===== config.mk =====
export PLATFORM = sky130hd
export DESIGN_NAME = alu_issue_ctrl_flat
export DESIGN_NICKNAME = d
export VERILOG_FILES = /design/src/rtl/alu_pkg.sv /design/src/rtl/alu_issue_ctrl_if.sv /design/src/rtl/alu_issue_ctrl.sv /design/src/flat_wrapper.sv
export SDC_FILE = /design/constraint.sdc
export NUM_CORES = 1
export LEC_CHECK = 0
export ABC_AREA = 1
export CAP_MARGIN = 40
export CORE_UTILIZATION = 45
export DETAILED_ROUTE_END_ITERATION = 10
export GPL_TIMING_DRIVEN = 0
export PLACE_DENSITY_LB_ADDON = 0.1
export REMOVE_ABC_BUFFERS = 1
export SYNTH_ARGS = -nofsm -noshare
export SYNTH_HDL_FRONTEND = slang
export SYNTH_SLANG_ARGS = --single-unit

===== constraint.sdc =====
create_clock -name clk -period 2.1 [get_ports clk]
set_input_delay 0.315 -clock clk [delete_from_list [all_inputs] [get_ports clk]]
set_output_delay 0.315 -clock clk [all_outputs]
set_load 0.01 [all_outputs]

===== src/rtl/alu_pkg.sv =====
// Shared ALU opcode definitions, used by the ALU, the decoder and the issue controller.
// Opcodes are one-hot: exactly one of these bits is set for a legal op.
package alu_pkg;

  localparam int unsigned ALU_OP_W = 19;

  localparam int unsigned OP_ADD   = 0;
  localparam int unsigned OP_SUB   = 1;
  localparam int unsigned OP_SLT   = 2;
  localparam int unsigned OP_SLTU  = 3;
  localparam int unsigned OP_AND   = 4;
  localparam int unsigned OP_NOR   = 5;
  localparam int unsigned OP_OR    = 6;
  localparam int unsigned OP_XOR   = 7;
  localparam int unsigned OP_SLL   = 8;
  localparam int unsigned OP_SRL   = 9;
  localparam int unsigned OP_SRA   = 10;
  localparam int unsigned OP_LUI   = 11;
  localparam int unsigned OP_MUL   = 12;
  localparam int unsigned OP_MULH  = 13;
  localparam int unsigned OP_MULHU = 14;
  localparam int unsigned OP_DIV   = 15;
  localparam int unsigned OP_DIVU  = 16;
  localparam int unsigned OP_MOD   = 17;
  localparam int unsigned OP_MODU  = 18;

  localparam logic [ALU_OP_W-1:0] MUL_MASK = 19'h0_7000;
  localparam logic [ALU_OP_W-1:0] DIV_MASK = 19'h7_8000;

  function automatic logic [ALU_OP_W-1:0] op_onehot(input int unsigned idx);
    logic [ALU_OP_W-1:0] one;
    one = 1;
    return one << idx;
  endfunction

endpackage


===== src/rtl/alu_issue_ctrl_if.sv =====
// Boundary of the execute-stage issue controller: decode handshake, ALU port and
// memory-stage handshake. The slave modport is the controller's view.
interface alu_issue_ctrl_if #(
  parameter int unsigned OP_W   = 19,
  parameter int unsigned DEST_W = 5
);
  logic              id_valid;
  logic              id_ready;
  logic [OP_W-1:0]   id_alu_op;
  logic [31:0]       id_src1;
  logic [31:0]       id_src2;
  logic [DEST_W-1:0] id_dest;
  logic [31:0]       id_pc;
  logic              flush;

  logic [OP_W-1:0]   alu_op;
  logic [31:0]       alu_src1;
  logic [31:0]       alu_src2;
  logic [31:0]       alu_result;
  logic              alu_complete;

  logic              ex_valid;
  logic              ex_ready;
  logic [31:0]       ex_result;
  logic [DEST_W-1:0] ex_dest;
  logic [31:0]       ex_pc;
  logic              busy;

  modport slave (
    input  id_valid, id_alu_op, id_src1, id_src2, id_dest, id_pc, flush,
    input  alu_result, alu_complete, ex_ready,
    output id_ready, alu_op, alu_src1, alu_src2, ex_valid, ex_result, ex_dest, ex_pc, busy
  );

  modport master (
    output id_valid, id_alu_op, id_src1, id_src2, id_dest, id_pc, flush,
    output alu_result, alu_complete, ex_ready,
    input  id_ready, alu_op, alu_src1, alu_src2, ex_valid, ex_result, ex_dest, ex_pc, busy
  );

endinterface


===== src/rtl/alu_issue_ctrl.sv =====
// Execute-stage issue controller: holds an op on the ALU until it completes, captures the
// result into an output register and enforces the mul/div issue contract.
module alu_issue_ctrl
  import alu_pkg::*;
#(
  parameter int unsigned OP_W   = ALU_OP_W,
  parameter int unsigned DEST_W = 5
) (
  input  logic            clk,
  input  logic            resetn,
  alu_issue_ctrl_if.slave bus
);

  logic              op_valid_q, op_valid_d;
  logic [OP_W-1:0]   op_q, op_d;
  logic [31:0]       src1_q, src1_d;
  logic [31:0]       src2_q, src2_d;
  logic [DEST_W-1:0] op_dest_q, op_dest_d;
  logic [31:0]       op_pc_q, op_pc_d;

  logic              out_valid_q, out_valid_d;
  logic [31:0]       res_q, res_d;
  logic [DEST_W-1:0] out_dest_q, out_dest_d;
  logic [31:0]       out_pc_q, out_pc_d;

  logic can_take, fire, is_div, id_ready, accept;

  always_comb begin
    can_take = ~out_valid_q | bus.ex_ready;
    fire     = op_valid_q & bus.alu_complete & can_take & ~bus.flush;
    is_div   = |(op_q & OP_W'(DIV_MASK));
    // A completing divide never hands over directly: the divider must see one idle cycle.
    id_ready = ~bus.flush & (~op_valid_q | (fire & ~is_div));
    accept   = bus.id_valid & id_ready;
  end

  always_comb begin
    op_valid_d = op_valid_q;
    op_d       = op_q;
    src1_d     = src1_q;
    src2_d     = src2_q;
    op_dest_d  = op_dest_q;
    op_pc_d    = op_pc_q;
    if (bus.flush) begin
      op_valid_d = 1'b0;
    end else if (accept) begin
      op_valid_d = 1'b1;
      op_d       = bus.id_alu_op;
      src1_d     = bus.id_src1;
      src2_d     = bus.id_src2;
      op_dest_d  = bus.id_dest;
      op_pc_d    = bus.id_pc;
    end else if (fire) begin
      op_valid_d = 1'b0;
    end
  end

  always_comb begin
    out_valid_d = out_valid_q;
    res_d       = res_q;
    out_dest_d  = out_dest_q;
    out_pc_d    = out_pc_q;
    if (bus.flush) begin
      out_valid_d = 1'b0;
    end else if (fire) begin
      out_valid_d = 1'b1;
      res_d       = bus.alu_result;
      out_dest_d  = op_dest_q;
      out_pc_d    = op_pc_q;
    end else if (out_valid_q && bus.ex_ready) begin
      out_valid_d = 1'b0;
    end
  end

  always_ff @(posedge clk or negedge resetn) begin
    if (!resetn) begin
      op_valid_q  <= 1'b0;
      op_q        <= '0;
      src1_q      <= '0;
      src2_q      <= '0;
      op_dest_q   <= '0;
      op_pc_q     <= '0;
      out_valid_q <= 1'b0;
      res_q       <= '0;
      out_dest_q  <= '0;
      out_pc_q    <= '0;
    end else begin
      op_valid_q  <= op_valid_d;
      op_q        <= op_d;
      src1_q      <= src1_d;
      src2_q      <= src2_d;
      op_dest_q   <= op_dest_d;
      op_pc_q     <= op_pc_d;
      out_valid_q <= out_valid_d;
      res_q       <= res_d;
      out_dest_q  <= out_dest_d;
      out_pc_q    <= out_pc_d;
    end
  end

  assign bus.id_ready  = id_ready;
  assign bus.alu_op    = (op_valid_q & ~bus.flush) ? op_q : '0;
  assign bus.alu_src1  = src1_q;
  assign bus.alu_src2  = src2_q;
  assign bus.ex_valid  = out_valid_q;
  assign bus.ex_result = res_q;
  assign bus.ex_dest   = out_dest_q;
  assign bus.ex_pc     = out_pc_q;
  assign bus.busy      = op_valid_q;

endmodule


===== src/flat_wrapper.sv =====
// flat-port wrapper written by rule: the top's interface ports become plain ports
module alu_issue_ctrl_flat import alu_pkg::*;
#(
  parameter int unsigned OP_W   = ALU_OP_W,
  parameter int unsigned DEST_W = 5
)
  (clk, resetn, bus_id_valid, bus_id_alu_op, bus_id_src1, bus_id_src2, bus_id_dest, bus_id_pc, bus_flush, bus_alu_result, bus_alu_complete, bus_ex_ready, bus_id_ready, bus_alu_op, bus_alu_src1, bus_alu_src2, bus_ex_valid, bus_ex_result, bus_ex_dest, bus_ex_pc, bus_busy);
  alu_issue_ctrl_if #(.OP_W(OP_W), .DEST_W(DEST_W)) bus_i ();
  input  logic clk;
  input  logic resetn;
  input wire logic [$bits(bus_i.id_valid)-1:0] bus_id_valid;
  input wire logic [$bits(bus_i.id_alu_op)-1:0] bus_id_alu_op;
  input wire logic [$bits(bus_i.id_src1)-1:0] bus_id_src1;
  input wire logic [$bits(bus_i.id_src2)-1:0] bus_id_src2;
  input wire logic [$bits(bus_i.id_dest)-1:0] bus_id_dest;
  input wire logic [$bits(bus_i.id_pc)-1:0] bus_id_pc;
  input wire logic [$bits(bus_i.flush)-1:0] bus_flush;
  input wire logic [$bits(bus_i.alu_result)-1:0] bus_alu_result;
  input wire logic [$bits(bus_i.alu_complete)-1:0] bus_alu_complete;
  input wire logic [$bits(bus_i.ex_ready)-1:0] bus_ex_ready;
  output wire logic [$bits(bus_i.id_ready)-1:0] bus_id_ready;
  output wire logic [$bits(bus_i.alu_op)-1:0] bus_alu_op;
  output wire logic [$bits(bus_i.alu_src1)-1:0] bus_alu_src1;
  output wire logic [$bits(bus_i.alu_src2)-1:0] bus_alu_src2;
  output wire logic [$bits(bus_i.ex_valid)-1:0] bus_ex_valid;
  output wire logic [$bits(bus_i.ex_result)-1:0] bus_ex_result;
  output wire logic [$bits(bus_i.ex_dest)-1:0] bus_ex_dest;
  output wire logic [$bits(bus_i.ex_pc)-1:0] bus_ex_pc;
  output wire logic [$bits(bus_i.busy)-1:0] bus_busy;
  assign bus_i.id_valid = bus_id_valid;
  assign bus_i.id_alu_op = bus_id_alu_op;
  assign bus_i.id_src1 = bus_id_src1;
  assign bus_i.id_src2 = bus_id_src2;
  assign bus_i.id_dest = bus_id_dest;
  assign bus_i.id_pc = bus_id_pc;
  assign bus_i.flush = bus_flush;
  assign bus_i.alu_result = bus_alu_result;
  assign bus_i.alu_complete = bus_alu_complete;
  assign bus_i.ex_ready = bus_ex_ready;
  assign bus_id_ready = bus_i.id_ready;
  assign bus_alu_op = bus_i.alu_op;
  assign bus_alu_src1 = bus_i.alu_src1;
  assign bus_alu_src2 = bus_i.alu_src2;
  assign bus_ex_valid = bus_i.ex_valid;
  assign bus_ex_result = bus_i.ex_result;
  assign bus_ex_dest = bus_i.ex_dest;
  assign bus_ex_pc = bus_i.ex_pc;
  assign bus_busy = bus_i.busy;
  alu_issue_ctrl #(.OP_W(OP_W), .DEST_W(DEST_W)) u_core (.clk(clk), .resetn(resetn), .bus(bus_i));
endmodule

After elaboration in Yosys (flattened, before gate mapping)
Index checks and enable logic that the tools add are counted.
- divide/modulo/power cells: 0
- multiply operators: 0
- shifts and indexed selects: 0
- bitwise gates (word level): 13
- order comparisons: 0
- muxes and demuxes: 7
- equality and inequality tests: 0
- reductions and logical operators: 6
- $add $sub $neg: 0
- operators by type and width (kind ; count):
    2-to-1 mux 19 bit ; 1
    AND 1 bit ; 7
    2-to-1 mux 1 bit ; 6
    nonzero test 3 bit ; 2
    NOT 1 bit ; 4
    AND reduction 2 bit ; 2
    OR reduction 4 bit ; 1
    OR 1 bit ; 2
    logical AND 1 bit ; 1
- flip-flop bits (word level): 191
- bits in latches: 0
- output and inout port bits: 155
- ROM bits: 0
- bits in writable memories: 0
- memories: 0
- input port bits: 158
- word-level logic and storage cells: 36

Logic depth before layout (Yosys ltp)
- depth after elaboration: 10
- depth in mapped cells: 10
- gate-level depth less buffers: 8

Worst setup path before layout
No wires, ideal clock.
- path kind: reg2reg
- from: reg u_core.out_valid_q, in the netlist u_core.bus.ex_valid
- to: reg u_core.src1_q[10], in the netlist u_core.bus.alu_src1[10]
- period minus slack after synthesis: 1.331 ns
- buffers on the path: 2
- arrival: 1.213 ns
- required time: 1.983 ns
- path slack: 0.769 ns
- cell stages (with the launch flop): 9
- library setup time: 0.117 ns
- cell sequence: dfrtp_1 a21oi_2 nand2_1 nand2_2 nand3_2 buf_6 buf_6 nand2_1 nand2_1
- word-level cells in the longest chain between the ends: 9
- RTL lines (element ; line ; RTL):
    start: declaration ; alu_issue_ctrl.sv:21 ; logic out_valid_q, out_valid_d;
    start signal: assignment ; alu_issue_ctrl.sv:94 ; out_valid_q <= out_valid_d;
    NOT 1 bit ; alu_issue_ctrl.sv:29 ; can_take = ~out_valid_q | bus.ex_ready;
    OR 1 bit ; alu_issue_ctrl.sv:29 ;
    AND 1 bit (2 in series) ; alu_issue_ctrl.sv:30 ; fire = op_valid_q & bus.alu_complete & can_take & ~bus.flush;
    AND 1 bit ; alu_issue_ctrl.sv:33 ; id_ready = ~bus.flush & (~op_valid_q | (fire & ~is_div));
    OR 1 bit ; alu_issue_ctrl.sv:33 ;
    AND 1 bit ; alu_issue_ctrl.sv:33 ;
    AND 1 bit ; alu_issue_ctrl.sv:34 ; accept = bus.id_valid & id_ready;
    AND reduction 2 bit (no source line) ; n/a ;
    end signal: assignment ; alu_issue_ctrl.sv:90 ; src1_q <= src1_d;
    end: declaration ; alu_issue_ctrl.sv:16 ; logic [31:0] src1_q, src1_d;
Every way passes these cells.
A chain may end at the register's enable or synchronous reset.

Final worst setup path
- from: in bus_flush
- to: out bus_alu_op[16]
- word-level cells in the longest chain between the ends: 3
- RTL lines (element ; line ; RTL):
    start: declaration ; flat_wrapper.sv:17 ; input wire logic [$bits(bus_i.flush)-1:0] bus_flush;
    NOT 1 bit (no source line) ; n/a ;
    AND 1 bit ; alu_issue_ctrl.sv:102 ; assign bus.alu_op = (op_valid_q & ~bus.flush) ? op_q : '0;
    2-to-1 mux 19 bit ; alu_issue_ctrl.sv:102 ;
    end: declaration ; flat_wrapper.sv:22 ; output wire logic [$bits(bus_i.alu_op)-1:0] bus_alu_op;
Every way passes these cells.

==> metrics <==
multi-input logic area 2490 um2; # DRC 0; Setup crit end kind primary output; first-pass GRT wire length 35,900 um; cell family with most CP delay buffers and inverters; CTS tree built; RSZ-0062 raised after global routing no; pin count of the biggest net entering global routing 102; final-stage net count 1,320; DRT Wirelength 23,100 um; Distinct cells, synth 17; yosys warns 0; minimum clock period 2.04 ns; skew final 0.0102 ns; Antenna Nets Post-Route 0; total grt overflow 0; R2R setup slack 0.27 ns; Post-synth top flop dfrtp_1; run status finished clean; Pwr Density 954 nW/um2; maximum clock frequency 491 MHz; clk slew on worst S/H paths 0.07 ns; crit-path cells clkdlybuf4s15_2 > bufinv_16 > nand2_4 > nor2_1 > clkdlybuf4s50_1; HPWL Detailed 13,800 um; clk sink count 191; initial drt markers 458; period utilization 97.0%; Hold Path Sink u_core.bus.alu_src1[12]; Synth-to-Final Area Change 51.0%; Arrival @ worst endpoint 1.72 ns; # port buffers 312; H-tree levels 4; worst vdd ir 0.000606 V; Routed wire per std cell 16.5 um; starting density of the core 45.9%; CP Max Fanout 20; final setup violation count 0; layout cell share with drive strength beyond 1 5.28%; vias in the first global route 6,724; fraction of registers with async set or reset after synthesis 100%; mapped cell area 7880 um2; WHS Path Cells 3; placed cells 1,355; Setup crit start kind input port; HP Class in2reg; reg2reg start u_core.op_q[16]; Largest stage delay, worst path 0.57 ns; synthesized area per cell 8.94 um2; buffer and inverter count on the worst path 3; initial antenna violation count 0; Worst Tran Pin Value 0.765 ns; Core ar. 17,200 um2; routed via count 7,051; worst skew pair latency 0.42 ns; drt first pass iters 5; final hold slack 0.449 ns; setup TNS 0 ns; Total Routing Usage GR 25.7%; Leak 0.00587 uW; Slew Limit Headroom 49.0%; Pins Over Slew Limit 0; worst-path cell with the longest stage delay clkdlybuf4s50_1; met1 wire length 9310 um; area of the die 18,000 um2; Worst Reg-to-Reg Cells 9; Met2 Wirelength 10,800 um; non-filler instance count after layout 1,400; critical path required time 1.78 ns; root buf cell clkbuf_16; Chip Width 134 um; RR Endpoint u_core.bus.alu_src1[19]; Clock Path Buffers 2; RePlAce Congestion 0.729; Seq/Total Area, Yosys 60.7%; Worst Setup Path Type in2out; IO Pins 313; routed vias/inst 5.04; crit path from bus_flush; Fill cells 1,354; top routing layer in use met4; # diodes 0; Post-Synthesis Cells 881; die height 134 um; synthesized flop and latch total 191; Final Core Density 69.2%; register area 4780 um2; CTS Buf Count 17; row count 48; Post-synth EDFFs 0; maxcap violations 0; endpoints failing hold 0; WL met3 2340 um; hold path start bus_id_src1[12]
[layout by cell type, fill, tap and decap left out, types with 2 or more instances in the layout]
master           synthesis  layout
nand3_4                  0       3
nor2_1                  20      20
buf_4                    1       7
inv_1                   88      88
nand3_2                  1       2
o21ai_0                 70      70
clkbuf_16                0      17
clkbuf_8                 0       2
nand4_1                120     120
clkdlybuf4s50_1          0     302
bufinv_16                0       3
inv_2                    3       2
nand2_1                314     312
dfrtp_1                191     190
dlymetal6s2s_1           0       6
nand2_4                  0       2
clkinv_2                 0       4
clkinv_4                 0       2
buf_16                   0       6
inv_6                    0       5
[worst register-to-register path, cell delays in order (launching register included)]
cell     delay (ns)
dfrtp_1        0.40
inv_2          0.06
nand2_1        0.05
nor2_1         0.16
nand2_2        0.15
nand2_8        0.26
nand3_4        0.17
buf_16         0.27
nand2_1        0.15
nand2_1        0.05
[metrics by stage]
step                power, uW  worst slack (ns)  area [um2]
floorplan                6080             -2.44        7520
global placement         8040             -7.50       10900
detailed placement       8120             -1.21       11100
CTS                     11400            0.0664       11800
global route            12000           0.00660       11900
finish                  11300            0.0635       11900
[how the worst max path moves through the flow]
stage | depth (start not counted) | endpoint | slack, ns
floorplan | 3 | u_core.bus.ex_dest[0] | -2.44
global placement | 1 | u_core.bus.alu_src1[12] | -7.50
CTS | 9 | u_core.op_pc_q[18] | 0.07
finish | 5 | bus_alu_op[16] | 0.06
global route | 5 | bus_alu_op[17] | 0.007
detailed placement | 9 | u_core.bus.alu_src2[6] | -1.21
[cell type report]
type / instances / area share (%)
Inverter: 91 / 3.09
Timing Repair inverter: 2 / 0.147
Sequential cell: 191 / 40.2
Timing Repair Buffer: 325 / 28.3
Clock inverter: 12 / 1.10
Clock buffer: 20 / 3.84
Tap cell: 225 / 2.37
Multi-Input combinational cell: 534 / 21.0
[power breakdown]
| group | internal (uW) | switching (uW) | total, uW |
|---|---|---|---|
| clock | 1830 | 1410 | 3240 |
| combinational | 1730 | 1460 | 3190 |
| sequential | 4480 | 427 | 4910 |
[registers in the layout, summed over array words and instances, names as in the netlist]
signal and flops:
u_core.op_pc_q 32, u_core.op_dest_q 5, u_core.bus.ex_dest 5, u_core.bus.alu_src2 32, u_core.bus.alu_src1 32, u_core.bus.busy 1, u_core.op_q 19, u_core.bus.ex_valid 1
u_core.bus.ex_result 32, u_core.bus.ex_pc 32
[routing by layer]
metal	track usage, %	vias to the layer above
li1	-	3404
met1	32.1	3329
met2	39.8	276
met3	9.83	42
met4	11.0	0
met5	0	-
[kinds of logic after synthesis]
logic type	synth area share (%)
AOI/OAI and AO/OA	4.62
buffers and inverters	8.91
DFF	60.7
and+or+nand+nor	25.8
[timing repair]
| action | in CTS | in global routing |
|---|---|---|
| setup buffers | 3 | 3 |
| pin swaps | 2 | 3 |
| hold buffers | 1 | 0 |
| setup endpoints to repair | 184 | 110 |
| endpoints found under the hold margin | 100 | 0 |
| resized for setup | 15 | 6 |
| cloned | 4 | 2 |
[synth_stat cells, types with 2 or more instances]
| master | instances | share of area [%] |
|---|---|---|
| nand4_1 | 120 | 9.5 |
| nand2_1 | 314 | 15 |
| inv_2 | 3 | 0.14 |
| dfrtp_1 | 191 | 61 |
| buf_1 | 7 | 0.33 |
| clkbuf_1 | 33 | 1.6 |
| buf_6 | 10 | 1.4 |
| o21ai_0 | 70 | 4.4 |
| inv_1 | 88 | 4.2 |
| nand3_1 | 2 | 0.13 |
| buf_2 | 18 | 1.1 |
| nor2_1 | 20 | 0.95 |
No activity file was read; power rests on OpenSTA's default activity.
